==> config.mk <==
export PLATFORM = sky130hd
export DESIGN_NAME = instr_axi_read_master_flat
export DESIGN_NICKNAME = d
export VERILOG_FILES = /design/src/rtl/instr_axi_read_master_if.sv /design/src/rtl/instr_axi_read_master.sv /design/src/flat_wrapper.sv
export SDC_FILE = /design/constraint.sdc
export NUM_CORES = 1
export LEC_CHECK = 0
export BUFFER_PORTS_ARGS = -buffer_cell sky130_fd_sc_hd__buf_2
export CAP_MARGIN = 10
export CORE_UTILIZATION = 58
export DETAILED_ROUTE_END_ITERATION = 16
export GPL_ROUTABILITY_DRIVEN = 0
export PLACE_DENSITY = 0.76
export SLEW_MARGIN = 30
export SYNTH_ARGS = -nofsm -noshare
export SYNTH_HDL_FRONTEND = slang
export SYNTH_SLANG_ARGS = --single-unit
==> constraint.sdc <==
create_clock -name clk -period 10.3 [get_ports clk]
set_clock_uncertainty 0.15 [all_clocks]
set_input_delay 1.545 -clock clk [delete_from_list [all_inputs] [get_ports clk]]
set_output_delay 1.545 -clock clk [all_outputs]
set_load 0.02 [all_outputs]
==> src/rtl/instr_axi_read_master_if.sv <==
// rtl/instr_axi_read_master_if.sv - fetch-side bus bundle: PC input, AXI-lite AR/R channels, decode handshake
interface instr_axi_read_master_if #(
  parameter int ADDR_WIDTH  = 32,
  parameter int INSTR_WIDTH = 32
);
  logic [ADDR_WIDTH-1:0]  instr_addr;
  logic                   flush;
  logic [ADDR_WIDTH-1:0]  ARADDR;
  logic [2:0]             ARPROT;
  logic                   ARVALID;
  logic                   ARREADY;
  logic [INSTR_WIDTH-1:0] RDATA;
  logic [1:0]             RRESP;
  logic                   RVALID;
  logic                   RREADY;
  logic [INSTR_WIDTH-1:0] instr_out;
  logic [ADDR_WIDTH-1:0]  instr_pc;
  logic                   instr_fault;
  logic                   instr_valid;
  logic                   instr_ready;

  modport master (
    input  instr_addr, flush, ARREADY, RDATA, RRESP, RVALID, instr_ready,
    output ARADDR, ARPROT, ARVALID, RREADY, instr_out, instr_pc, instr_fault, instr_valid
  );

  modport slave (
    output instr_addr, flush, ARREADY, RDATA, RRESP, RVALID, instr_ready,
    input  ARADDR, ARPROT, ARVALID, RREADY, instr_out, instr_pc, instr_fault, instr_valid
  );
endinterface

==> src/rtl/instr_axi_read_master.sv <==
// rtl/instr_axi_read_master.sv - AXI-lite instruction fetch master with instruction FIFO and flush
// Optional macro FETCH_RRESP_CHECK_EN: keep RRESP[1] per entry and present it as instr_fault.
module instr_axi_read_master #(
  parameter int ADDR_WIDTH  = 32,
  parameter int INSTR_WIDTH = 32,
  parameter int FIFO_DEPTH  = 4
) (
  input logic clk,
  input logic rst,
  instr_axi_read_master_if.master bus
);
  localparam int PW = $clog2(FIFO_DEPTH);
  localparam logic [PW:0] DEPTH_C = (PW+1)'(FIFO_DEPTH);

  typedef enum logic [1:0] {IDLE, ADDR, DATA} state_t;

  state_t                 state;
  logic [ADDR_WIDTH-1:0]  araddr;
  logic                   arvalid;
  logic                   rready;
  logic                   discard;
  logic [ADDR_WIDTH-1:0]  pc_mem    [FIFO_DEPTH];
  logic [INSTR_WIDTH-1:0] instr_mem [FIFO_DEPTH];
  logic [PW-1:0]          wr_ptr;
  logic [PW-1:0]          rd_ptr;
  logic [PW:0]            count;
  logic                   r_hs;
  logic                   push;
  logic                   pop;

`ifdef FETCH_RRESP_CHECK_EN
  logic                   fault_mem [FIFO_DEPTH];
  assign bus.instr_fault = fault_mem[rd_ptr];
`else
  assign bus.instr_fault = 1'b0;
`endif

  assign r_hs = (state == DATA) && rready && bus.RVALID;
  // A response that lands under discard or alongside a flush belongs to the old stream
  assign push = r_hs && !discard && !bus.flush;
  assign pop  = (count != '0) && bus.instr_ready && !bus.flush;

  assign bus.ARADDR      = araddr;
  assign bus.ARPROT      = 3'b100;
  assign bus.ARVALID     = arvalid;
  assign bus.RREADY      = rready;
  assign bus.instr_valid = (count != '0);
  assign bus.instr_out   = instr_mem[rd_ptr];
  assign bus.instr_pc    = pc_mem[rd_ptr];

  always_ff @(posedge clk) begin
    if (!rst) begin
      state   <= IDLE;
      araddr  <= '0;
      arvalid <= 1'b0;
      rready  <= 1'b0;
      discard <= 1'b0;
      wr_ptr  <= '0;
      rd_ptr  <= '0;
      count   <= '0;
      for (int i = 0; i < FIFO_DEPTH; i++) begin
        pc_mem[i]    <= '0;
        instr_mem[i] <= '0;
`ifdef FETCH_RRESP_CHECK_EN
        fault_mem[i] <= 1'b0;
`endif
      end
    end else begin
      case (state)
        IDLE: begin
          // With at most one read outstanding, a free slot now is a free slot at push time
          if ((count < DEPTH_C) && !bus.flush) begin
            araddr  <= bus.instr_addr;
            arvalid <= 1'b1;
            state   <= ADDR;
          end
        end
        ADDR: begin
          if (bus.flush) discard <= 1'b1;
          if (bus.ARREADY) begin
            arvalid <= 1'b0;
            rready  <= 1'b1;
            state   <= DATA;
          end
        end
        DATA: begin
          if (bus.RVALID) begin
            rready  <= 1'b0;
            discard <= 1'b0;
            state   <= IDLE;
          end else if (bus.flush) begin
            discard <= 1'b1;
          end
        end
        default: state <= IDLE;
      endcase

      if (bus.flush) begin
        wr_ptr <= '0;
        rd_ptr <= '0;
        count  <= '0;
      end else begin
        if (push) begin
          pc_mem[wr_ptr]    <= araddr;
          instr_mem[wr_ptr] <= bus.RDATA;
`ifdef FETCH_RRESP_CHECK_EN
          fault_mem[wr_ptr] <= bus.RRESP[1];
`endif
          wr_ptr <= wr_ptr + 1'b1;
        end
        if (pop) rd_ptr <= rd_ptr + 1'b1;
        if (push && !pop)      count <= count + 1'b1;
        else if (!push && pop) count <= count - 1'b1;
      end
    end
  end
endmodule

==> src/flat_wrapper.sv <==
// flat-port wrapper written by rule: the top's interface ports become plain ports
module instr_axi_read_master_flat 
#(
  parameter int ADDR_WIDTH  = 32,
  parameter int INSTR_WIDTH = 32,
  parameter int FIFO_DEPTH  = 4
)
  (clk, rst, bus_instr_addr, bus_flush, bus_ARREADY, bus_RDATA, bus_RRESP, bus_RVALID, bus_instr_ready, bus_ARADDR, bus_ARPROT, bus_ARVALID, bus_RREADY, bus_instr_out, bus_instr_pc, bus_instr_fault, bus_instr_valid);
  instr_axi_read_master_if #(.ADDR_WIDTH(ADDR_WIDTH), .INSTR_WIDTH(INSTR_WIDTH)) bus_i ();
  input logic clk;
  input logic rst;
  input wire logic [$bits(bus_i.instr_addr)-1:0] bus_instr_addr;
  input wire logic [$bits(bus_i.flush)-1:0] bus_flush;
  input wire logic [$bits(bus_i.ARREADY)-1:0] bus_ARREADY;
  input wire logic [$bits(bus_i.RDATA)-1:0] bus_RDATA;
  input wire logic [$bits(bus_i.RRESP)-1:0] bus_RRESP;
  input wire logic [$bits(bus_i.RVALID)-1:0] bus_RVALID;
  input wire logic [$bits(bus_i.instr_ready)-1:0] bus_instr_ready;
  output wire logic [$bits(bus_i.ARADDR)-1:0] bus_ARADDR;
  output wire logic [$bits(bus_i.ARPROT)-1:0] bus_ARPROT;
  output wire logic [$bits(bus_i.ARVALID)-1:0] bus_ARVALID;
  output wire logic [$bits(bus_i.RREADY)-1:0] bus_RREADY;
  output wire logic [$bits(bus_i.instr_out)-1:0] bus_instr_out;
  output wire logic [$bits(bus_i.instr_pc)-1:0] bus_instr_pc;
  output wire logic [$bits(bus_i.instr_fault)-1:0] bus_instr_fault;
  output wire logic [$bits(bus_i.instr_valid)-1:0] bus_instr_valid;
  assign bus_i.instr_addr = bus_instr_addr;
  assign bus_i.flush = bus_flush;
  assign bus_i.ARREADY = bus_ARREADY;
  assign bus_i.RDATA = bus_RDATA;
  assign bus_i.RRESP = bus_RRESP;
  assign bus_i.RVALID = bus_RVALID;
  assign bus_i.instr_ready = bus_instr_ready;
  assign bus_ARADDR = bus_i.ARADDR;
  assign bus_ARPROT = bus_i.ARPROT;
  assign bus_ARVALID = bus_i.ARVALID;
  assign bus_RREADY = bus_i.RREADY;
  assign bus_instr_out = bus_i.instr_out;
  assign bus_instr_pc = bus_i.instr_pc;
  assign bus_instr_fault = bus_i.instr_fault;
  assign bus_instr_valid = bus_i.instr_valid;
  instr_axi_read_master #(.ADDR_WIDTH(ADDR_WIDTH), .INSTR_WIDTH(INSTR_WIDTH), .FIFO_DEPTH(FIFO_DEPTH)) u_core (.clk(clk), .rst(rst), .bus(bus_i));
endmodule
# Word level (Yosys, flattened, before mapping)
# Memory sizes are Yosys's and may differ from the RTL's. A register that Yosys moved wholly into a read port is not among the register bits.
# Cells that the tools add are included.
totals:
  latchBits: 0
  n_memories: 2
  rom_bits: 0
  word_cells: 76
  out_inout_bits: 103
  ramBits: 256
  regBits: 44
mem_list:
  columns: ["memory", "depth", "word_bits", "read_ports", "rd_ports_with_merged_regs", "write_ports", "line_no", "text"]
  rows:
  - ["u_core.instr_mem", 4, 32, 1, 1, 4, "instr_axi_read_master.sv:23", "logic [INSTR_WIDTH-1:0] instr_mem [FIFO_DEPTH];"]
  - ["u_core.pc_mem", 4, 32, 1, 1, 4, "instr_axi_read_master.sv:22", "logic [ADDR_WIDTH-1:0] pc_mem [FIFO_DEPTH];"]
op_classes:
  addsub: 4
  n_div: 0
  mul: 0
  n_reduce_logical: 25
  shift: 0
  bitwise_logic: 1
  eq_ne: 5
  magnitude_cmp: 1
  mux: 30
ops:
  columns: ["cell", "count"]
  rows:
  - ["$mux 32", 2]
  - ["$reduce_or 32->1", 2]
  - ["$mux 2", 9]
  - ["$mux 1", 13]
  - ["$logic_and 1x1->1", 9]
  - ["$reduce_and 3->1", 3]
  - ["$mux 3", 2]
  - ["$pmux 1 s2", 3]
  - ["$pmux 2 s3", 1]
  - ["$reduce_bool 2->1", 3]
  - ["$add 2x1->2 const B", 2]
  - ["$logic_not 1->1", 4]
  - ["$ne 2x2->1 const B", 2]
  - ["$add 3x1->3 const B", 1]
  - ["$lt 3x3->1 const B", 1]
  - ["$reduce_bool 3->1", 1]
  - ["$sub 3x1->3 const B", 1]
  - ["$eq 2x1->1 const B", 1]
  - ["$eq 2x2->1 const B", 1]
  - ["$logic_not 2->1", 1]
  - ["$ne 2x1->1 const B", 1]
  - ["$reduce_and 2->1", 1]
  - ["$reduce_or 2->1", 1]
  - ["$not 1->1", 1]

# Logic depth before layout (Yosys ltp)
# Gate-level depths: netlist of run 1.
depth:
  ltp_word: 11
  depth_mapped: 10
  ltp_nobuf: 10

# Worst setup path after synthesis of run 1
# OpenSTA, ideal clock, no wires.
synth_path:
  path_kind: "input port to flip-flop"
  start: "input port bus_flush"
  end: "memory u_core.instr_mem[0][0] (enable)"
  arrival_ns: 8.254
  path_buffers: 1
  cell_stages: 2
  setup_ns: 0.661
  setup_slack_ns: 1.235
  required_time_ns: 9.489
  path_cell_list: "clkbuf_1 > o41ai_1"
synth_lines:
  columns: ["item", "line_no", "text"]
  rows:
  - ["from (decl)", "flat_wrapper.sv:13", "input wire logic [$bits(bus_i.flush)-1:0] bus_flush;"]
  - ["to (decl)", "instr_axi_read_master.sv:23", null]

==> out/results.md, run 1 <==
* class of the tightest hold or removal check: reg -> reg
* number of top-level pins: 175
* root cell of the clock tree: clkbuf_16
* number of violations reported at the end of detailed-routing iteration 0: 436
* final max-slew violation count: 0
* detailed placer's ending HPWL: 14600 um
* Detailed Route WL: 26800 um
* clk sink count: 302
* placed cell area: 0.0141 mm2
* Buffers & Inverters on Critical Path: 3
* post-DR vias/cell: 5.62
* largest net degree at the start of global routing: 68
* worst skew pair latency: 0.55 ns
* initial cell density of the core: 59.3%
* CTS tree: yes
* Arr. time, crit path: 4.53 ns
* endpoints failing hold: 0
* antenna-violating nets left: 0
* cell count after placement: 1258
* vias in the first global route: 7479
* Setup Viol. Count Final: 0
* count of unique library cells instantiated by Yosys: 41
* post-synthesis sequential area ratio: 66.3%
* antenna violations before repair: 1
* die height: 152 um
* Post-synth top flop: edfxtp_1
* synthesized area divided by synthesized cell count: 15.1 um2
* total core area: 0.0219 mm2
* Period Utilization, post-route: 41.5%
* worst-case headroom to the max-slew limit: 33.2%
* die area: 0.0230 mm2
* number of max-cap violations: 0
* #FFs+latches synth: 302
* number of warning messages in the yosys log: 0
* Critical Path Slowest Stage Cell: and4_2
* fin area: 0.0152 mm2
* share of flip-flops with an asynchronous set or reset: 0%
* post-CTS setup buffers: 0
* NumNets Final: 1089
* Wirelength per Cell: 20.3 um
* static leakage: 0.00610 uW
* buffers added on ports: 168
* critical path endpoint category: register
* result of the run: finished, final reports clean
* wire length of the first global-routing pass: 40500 um
* largest fanout on the critical path: 67
* area of the mapped netlist: 0.0130 mm2
* fmax: 234 MHz
* floorplan row count: 54
* most frequent cell on the critical path: buf_4
* power per cell area: 179 mW/mm2
* Core Util, Final: 69.3%
* cells along the critical path: buf_2 -> nor2b_4 -> buf_4 -> and4_2 -> buf_4 -> and2_1
* total DRC errors in the routed layout: 0
* post-layout min period: 4.27 ns
* required time worst endpoint: 10.56 ns
* Layout fillers: 1525
* maximum number of buffers from clock root to sink: 3
* count of placed standard cells in the final layout, fillers left out: 1317
* Congestion Overflow GR: 0
* path type of the worst setup path: in -> reg
* 1st-pass router iterations: 4
* post-cts gate resize count: 0
* transition at the pin with the smallest max-transition slack: 1.00 ns
* total clock buffers created by CTS: 30
* count of H-tree levels built during CTS: 1
* share of layout cells above drive strength 1: 29.8%
* longest individual stage delay on the worst path: 0.69 ns
* count of flip-flops with a built-in enable after synthesis: 256
* largest voltage drop on the vdd net: 0.000117 V
* total number of vias: 7407
* setup repair after global routing missed its margin: false
* cts hold-fix bufs: 0
* Horiz. Die Dim: 152 um
* setup TNS: 0 ns
* aggregate global-route resource usage: 23.7%
* area growth from synthesis to final layout: 16.8%
* Clock Pin Slew Worst Setup and Hold Paths: 0.06 ns
* cell count after synthesis: 858
* kind of cell adding the most delay to the critical path: buffers and inverters
* CP Launch Type: input pin
==> state kept, by name (all words and copies together), names as in the netlist, named ones only <==
register	count
u_core.bus.ARADDR	32
u_core.bus.ARVALID	1
u_core.bus.RREADY	1
u_core.count	3
u_core.discard	1
u_core.instr_mem	128
u_core.pc_mem	128
u_core.rd_ptr	2
u_core.state	2
u_core.wr_ptr	2
==> final timing paths <==
path | startpoint | endpoint | slack [ns] | cells after the start
max reg2reg | u_core.state[0] | u_core.instr_mem[3][3] | 6.43 | 7
min | u_core.rd_ptr[1] | register | 0.34 | 2
min reg2reg | u_core.rd_ptr[1] | register | 0.34 | 2
max | rst | u_core.instr_mem[1][30] | 6.03 | 6
==> layout make-up <==
cell class                      instances  area [um2]  area share, %
Sequential cell                       302        8620           56.8
Multi-Input combinational cell        488        4120           27.2
Timing Repair Buffer                  184        1000           6.63
Clock buffer                           38         812           5.36
Tap cell                              280         350           2.31
Clock inverter                         18         236           1.56
Inverter                                5        18.8          0.124
Antenna cell                            2        5.00         0.0330
==> power by group <==
| part | leakage (uW) | switching, uW | internal (uW) |
|---|---|---|---|
| Sequential | 0.00302 | 25.5 | 1370 |
| Combinational | 0.00257 | 110 | 57.6 |
| Clock | 0.000514 | 450 | 705 |
==> kinds of logic (layout without fill, tap and decap cells) <==
family	Yosys count	count (layout)	share of synthesized area [%]
buffers and inverters	70	245	2.43
and+or+nand+nor	357	357	16.2
other	2	6	0.0579
muxes	68	68	11.4
DFF	302	302	66.3
adders and majority gates	6	6	0.636
AOI/OAI and AO/OA	51	51	2.79
xor gates and xnor gates	2	2	0.135
==> cell usage after synthesis (6+ instances only) <==
cell type	count	area share (%)
nand2_1	69	2.0
edfxtp_1	256	59
a21boi_0	30	1.7
o21ai_0	7	0.27
clkbuf_1	29	0.84
dfxtp_1	46	7.1
nor2_1	6	0.17
buf_2	13	0.50
and3_1	65	3.1
mux4_2	64	11
clkbuf_2	17	0.66
and2_1	192	9.3
==> cells in the final DEF, fill, tap and decap left out, drive strengths merged, types with 2 or more instances in the layout <==
master,count
clkbuf,38
and2,192
nor2,6
nor3,2
and4b,2
xor2,2
o21ai,7
bufinv,6
and3,65
conb,4
inv,5
a21boi,34
clkinv,12
diode,2
nand2,69
ha,5
dfxtp,46
mux2i,4
mux4,64
nand3b,3
nand3,3
edfxtp,256
a21oi,4
buf,184
nand2b,5
or3,4
==> worst reg2reg max path, cell delays in order (launching register included) <==
cell and delay, ns:
dfxtp_1 0.34, inv_1 0.09, ha_1 0.29, and4b_2 0.25, buf_4 0.57, nand3b_1 0.36
o21ai_4 0.75, buf_4 0.68
==> through the flow <==
step | hold slack, ns | worst slack, ns | total power, uW
final | 0.342 | 6.03 | 2720
after global placement | 0.313 | 5.33 | 1590
after global routing | 0.376 | 5.84 | 2790
after floorplan | 0.305 | 1.23 | 1520
after CTS | 0.337 | 5.94 | 2730
after detailed placement | 0.326 | 5.43 | 1590
==> metal layers <==
metal | part of all wire [%] | wire length, um | GRT usage [%] | vias up
met5 | 0 | 0 | 0 | -
met4 | 2.3 | 619 | 6.88 | 0
met2 | 51 | 13700 | 41.8 | 235
met3 | 6.0 | 1620 | 3.29 | 40
met1 | 41 | 10900 | 30.6 | 3677
li1 | - | - | - | 3455
Power figures use the tool's default switching activity.
==> run 2: changes to the inputs <==
Settings changed: CORE_UTILIZATION 58 to 52, PLACE_DENSITY 0.76 to 0.72.
Clock period 10.3 ns to 3.8 ns, I/O delays scaled along.
==> out/results.md, run 2 (synthesized netlist as in run 1, its figures left out) <==
* 1st-pass router iterations: 5, +1
* buffers added on ports: 168, unchanged
* fmax: 319 MHz
* total number of vias: 7543, +1.8%
* Arr. time, crit path: 2.42 ns, -2.11 ns
* final setup margin: 0.664 ns, -5.36 ns
* WHS Path Cells: 3, +1
* Setup Viol. Count Final: 0, unchanged
* most frequent cells in the layout: edfxtp_1, and2_1, buf_2
* maximum number of buffers from clock root to sink: 3, unchanged
* die height: 160 um, +5.5%
* setup TNS: 0 ns, unchanged
* number of violations reported at the end of detailed-routing iteration 0: 544, +25%
* cts hold-fix bufs: 0, unchanged
* CTS tree: yes
* leading cell type in the layout, fill and taps excluded: edfxtp_1
* setup repair after global routing missed its margin: false
* Core Util, Final: 62.7%, -6.5 points
* detailed placer's ending HPWL: 15800 um, +8.4%
* largest net degree at the start of global routing: 67, -1.5%
* Horiz. Die Dim: 160 um, +5.5%
* result of the run: finished, final reports clean
* wire length of the first global-routing pass: 43400 um, +7.1%
* Worst Reg-to-Reg Cells: 10, +3
* path type of the worst setup path: reg -> out
* transition at the pin with the smallest max-transition slack: 0.807 ns, -0.196 ns
* antenna-violating nets left: 0, unchanged
* required time worst endpoint: 3.08 ns, -7.48 ns
* Period Utilization, post-route: 82.5%
* post-CTS setup buffers: 0, unchanged
* area growth from synthesis to final layout: 17.9%
* number of top-level pins: 175, unchanged
* Wirelength per Cell: 20.2 um, -0.67%
* count of H-tree levels built during CTS: 1, unchanged
* endpoints failing hold: 0, unchanged
* final max-slew violation count: 0, unchanged
* largest voltage drop on the vdd net: 0.000334 V, +180%
* worst-case headroom to the max-slew limit: 46.2%, +13 points
* CP Launch Type: register
* post-cts gate resize count: 0, unchanged
* aggregate global-route resource usage: 22.0%, -1.7 points
* Layout fillers: 1840, +21%
* total clock buffers created by CTS: 31, +3.3%
* Setup WS pre-CTS: 1.15 ns, -4.27 ns
* root cell of the clock tree: clkbuf_16
* power per cell area: 476 mW/mm2, +170%
* class of the tightest hold or removal check: in -> reg
* clk sink count: 302, unchanged
* initial cell density of the core: 53.2%, -6.1 points
* total core area: 0.0244 mm2, +11%
* die area: 0.0256 mm2, +11%
* share of layout cells above drive strength 1: 30.4%, +0.61 points
* post-layout min period: 3.14 ns
* critical path endpoint category: output pin
* vias in the first global route: 7921, +5.9%
* worst skew pair latency: 0.55 ns, about the same
* static leakage: 0.00614 uW, +0.51%
* total DRC errors in the routed layout: 0, unchanged
* Clock Pin Slew Worst Setup and Hold Paths: 0.06 ns, about the same
* largest fanout on the critical path: 30, -55%
* post-DR vias/cell: 5.51, -2.1%
* floorplan row count: 57, +5.6%
* Detailed Route WL: 27700 um, +3.3%
* antenna violations before repair: 2, +1
* number of max-cap violations: 0, unchanged
* Congestion Overflow GR: 0, unchanged
* NumNets Final: 1097, +0.73%
==> run 2: cell count changes in the layout (fill, tap and decap cells not counted), sizes merged <==
cell / change
clkinv: -3
clkbuf: +7
bufinv: -3
inv: +1
buf: +7
==> run 2: worst max-delay path, cell delays in order, from the launching register on <==
cell and delay (ns):
dfxtp_4 0.76, buf_12 0.34, mux4_2 0.56, buf_2 0.18
==> run 2: per-layer routing <==
metal	GRT usage, %	share of wire [%]
met5	0	0
met4	6.28	1.8
met3	3.45	6.8
met2	37.9	50
met1	29.1	41
==> run 2: cell type report <==
class | instances | area (um2) | share of cell area [%]
antenna | 2 | 5.00 | 0.0327
clock buffer | 45 | 878 | 5.74
clock inverter | 13 | 155 | 1.01
inverter | 5 | 18.8 | 0.123
multi-input combinational | 488 | 4130 | 27.0
sequential | 302 | 8620 | 56.3
tap | 324 | 405 | 2.65
timing repair buffer | 191 | 1090 | 7.12
==> run 2: power breakdown <==
| group | switching (uW) | internal [uW] |
|---|---|---|
| registers | 73.3 | 3710 |
| logic | 301 | 160 |
| clock network | 1220 | 1810 |
| total | 1590 | 5680 |
==> run 2: final timing paths <==
path | end | slack (ns) | startpoint
min reg2reg | register | 0.34 | u_core.rd_ptr[1]
max reg2reg | u_core.count[2] | 1.19 | u_core.state[0]
min | u_core.bus.ARADDR[10] | 0.10 | bus_instr_addr[10]
max | bus_instr_out[9] | 0.66 | register
==> run 2: metrics by stage <==
step                hold WS [ns]  std cells  power, uW  instance area [um2]
global route               0.101       1370       7510                15300
finish                     0.103       1370       7270                15300
detailed placement         0.327       1310       4320                14300
floorplan                  0.305        860       4120                13000
global placement           0.310       1310       4310                14300
CTS                       0.0805       1368       7330                15300
==> run 3: changes to the inputs <==
Settings changed: ABC_AREA from default to 1, CORE_UTILIZATION 52 to 58, PLACE_DENSITY 0.72 to 0.76.
Clock period 3.8 ns to 2.9 ns, I/O delays scaled along.
==> out/results.md, run 3 <==
* met3 track utilization from global routing: 3.70%, +0.25 points
* number of max-cap violations: 0, unchanged
* number of violations reported at the end of detailed-routing iteration 0: 698, +28%
* CTS tree: yes
* required time worst endpoint: 2.32 ns, -0.76 ns
* reg-to-reg critical path startpoint: u_core.state[0]
* WHS Path Cells: 3, unchanged
* cell with the most instances after synthesis: nor2_1
* initial cell density of the core: 59.1%, +5.9 points
* post-CTS setup buffers: 0, unchanged
* aggregate global-route resource usage: 26.2%, +4.2 points
* fmax: 359 MHz
* Detailed Route WL: 29600 um, +7.0%
* largest net degree at the start of global routing: 65, -3.0%
* detailed placer's ending HPWL: 16900 um, +7.1%
* antenna-violating nets left: 0, unchanged
* Period Utilization, post-route: 96.0%
* vias in the first global route: 9180, +16%
* worst-case headroom to the max-slew limit: 50.4%, +4.2 points
* power per cell area: 620 mW/mm2, +30%
* synthesized area divided by synthesized cell count: 10.5 um2, -31%
* Arr. time, crit path: 2.20 ns, -0.22 ns
* setup repair after global routing missed its margin: true
* Wirelength per Cell: 17.4 um, -14%
* Worst R2R Setup Slack: 0.57 ns, -0.62 ns
* worst skew pair latency: 0.55 ns, about the same
* result of the run: finished, final reports clean
* grt peak-use layer: met2
* leading cell type in the layout, fill and taps excluded: nor2_1
* Clock Pin Slew Worst Setup and Hold Paths: 0.06 ns, about the same
* critical path endpoint category: output pin
* die height: 151 um, -5.6%
* wire length of the first global-routing pass: 45500 um, +4.9%
* area growth from synthesis to final layout: 18.3%
* most frequent cells after synthesis: nor2_1, edfxtp_1, o21ai_0
* Setup WS pre-CTS: 0.518 ns, -0.636 ns
* final setup margin: 0.116 ns, -0.548 ns
* root cell of the clock tree: clkbuf_16
* share of flip-flops with an asynchronous set or reset: 0%, unchanged
* share of layout cells above drive strength 1: 19.8%, -11 points
* most frequent cells in the layout: nor2_1, edfxtp_1, buf_2
* largest cells by area after synthesis: edfxtp_1, nor2_1, dfxtp_1
* path type of the worst setup path: reg -> out
* class of the tightest hold or removal check: in -> reg
* startpoint of the tightest hold check path: bus_instr_addr[4]
* static leakage: 0.00683 uW, +11%
* die area: 0.0228 mm2, -11%
* NumNets Final: 1477, +35%
* final max-slew violation count: 0, unchanged
* post-layout min period: 2.78 ns
* count of flip-flops with a built-in enable after synthesis: 256, unchanged
* Horiz. Die Dim: 151 um, -5.6%
* total clock buffers created by CTS: 30, -3.2%
* Setup Viol. Count Final: 0, unchanged
* WHS Endpoint: u_core.bus.ARADDR[4]
* diodes inserted: 0, -2
* #FFs+latches synth: 302, unchanged
* post-synthesis sequential area ratio: 66.8%, +0.45 points
* antenna violations before repair: 0, -2
* Post-synth top flop: edfxtp_1
* buffers added on ports: 168, unchanged
* total number of vias: 9419, +25%
* CP Launch Type: register
* post-DR vias/cell: 5.53, +0.45%
* floorplan row count: 54, -5.3%
* 1st-pass router iterations: 5, unchanged
* cell taking the most area after synthesis: edfxtp_1
* transition at the pin with the smallest max-transition slack: 0.744 ns, -0.0631 ns
* maximum number of buffers from clock root to sink: 3, unchanged
* area of the mapped netlist: 0.0129 mm2, -0.68%
* GR met2 Demand/Resource: 46.7%, +8.8 points
* setup TNS: 0 ns, unchanged
* cell count after synthesis: 1230, +43%
* largest voltage drop on the vdd net: 0.000522 V, +56%
* number of top-level pins: 175, unchanged
* number of warning messages in the yosys log: 0, unchanged
* Congestion Overflow GR: 0, unchanged
* clk sink count: 302, unchanged
* count of unique library cells instantiated by Yosys: 25, -39%
* total core area: 0.0218 mm2, -11%
* total DRC errors in the routed layout: 0, unchanged
* met1 GRT Util: 32.5%, +3.4 points
* largest fanout on the critical path: 36, +20%
* count of H-tree levels built during CTS: 1, unchanged
* Worst Reg-to-Reg Cells: 15, +5
* destination of the worst register-to-register timing path: u_core.count[2]
* fraction of post-synthesis cell area in the top cell type by area: 59.7%, +0.40 points
* endpoints failing hold: 0, unchanged
run 3: report_power, final:
part / internal, uW / total, uW / leakage [uW] / switching (uW)
Sequential: 4910 / 5030 / 0.00302 / 116
Clock: 2040 / 3580 / 0.000457 / 1540
Combinational: 270 / 831 / 0.00335 / 561
run 3: cell type report:
class / count / area (um2)
Multi-Input combinational cell: 757 / 3610
Fill cell: 1561 / 6580
Timing Repair Buffer: 217 / 1400
Clock buffer: 42 / 857
Tap cell: 280 / 350
Clock inverter: 14 / 61.3
Sequential cell: 302 / 8610
Inverter: 91 / 349
run 3: per-layer routing:
layer	vias to the layer above	wire length, um
li1	4468	-
met1	4505	11700
met2	386	15000
met3	60	2160
met4	0	743
met5	-	0
run 3: cells by family after synthesis:
family,count (synthesis),synth area share [%]
simple gates,508,16.8
fa+ha+maj,6,0.641
buf+inv,173,5.79
other cells,2,0.0583
flops,302,66.8
compound gates,239,9.92
run 3: worst max path at each step:
stage | startpoint | to | slack [ns]
3_3_place_gp | bus_flush | u_core.count[2] | 0.55
4_1_cts | register | bus_instr_pc[28] | 0.03
3_5_place_dp | bus_flush | u_core.count[2] | 0.52
2_1_floorplan | u_core.state[0] | u_core.instr_mem[0][0] | -0.26
5_1_grt | register | bus_instr_out[14] | -0.02
6_report | register | bus_instr_pc[6] | 0.12
run 3: metrics by stage:
step                instance area, um2  power [uW]  utilization, %  cells  hold slack, ns
CTS                              15200        9480            69.8   1703         0.00360
detailed placement               14100        5910            64.6   1626           0.326
finish                           15200        9450            69.8   1703          0.0138
global route                     15200        9750            69.8   1703          0.0280
global placement                 14100        5900            64.6   1626           0.316
floorplan                        12900        5590               -   1232           0.315
run 3: critical path: stages (launching register included):
cell,delay [ns]
dfxtp_4,0.63
buf_4,0.37
o21ai_0,0.14
o22ai_1,0.27
buf_2,0.23
run 3: what timing repair did:
action,CTS,global route
resized for setup,0,3
hold buffers,21,0
hold endpoints to repair,21,0
setup endpoints to repair,0,22
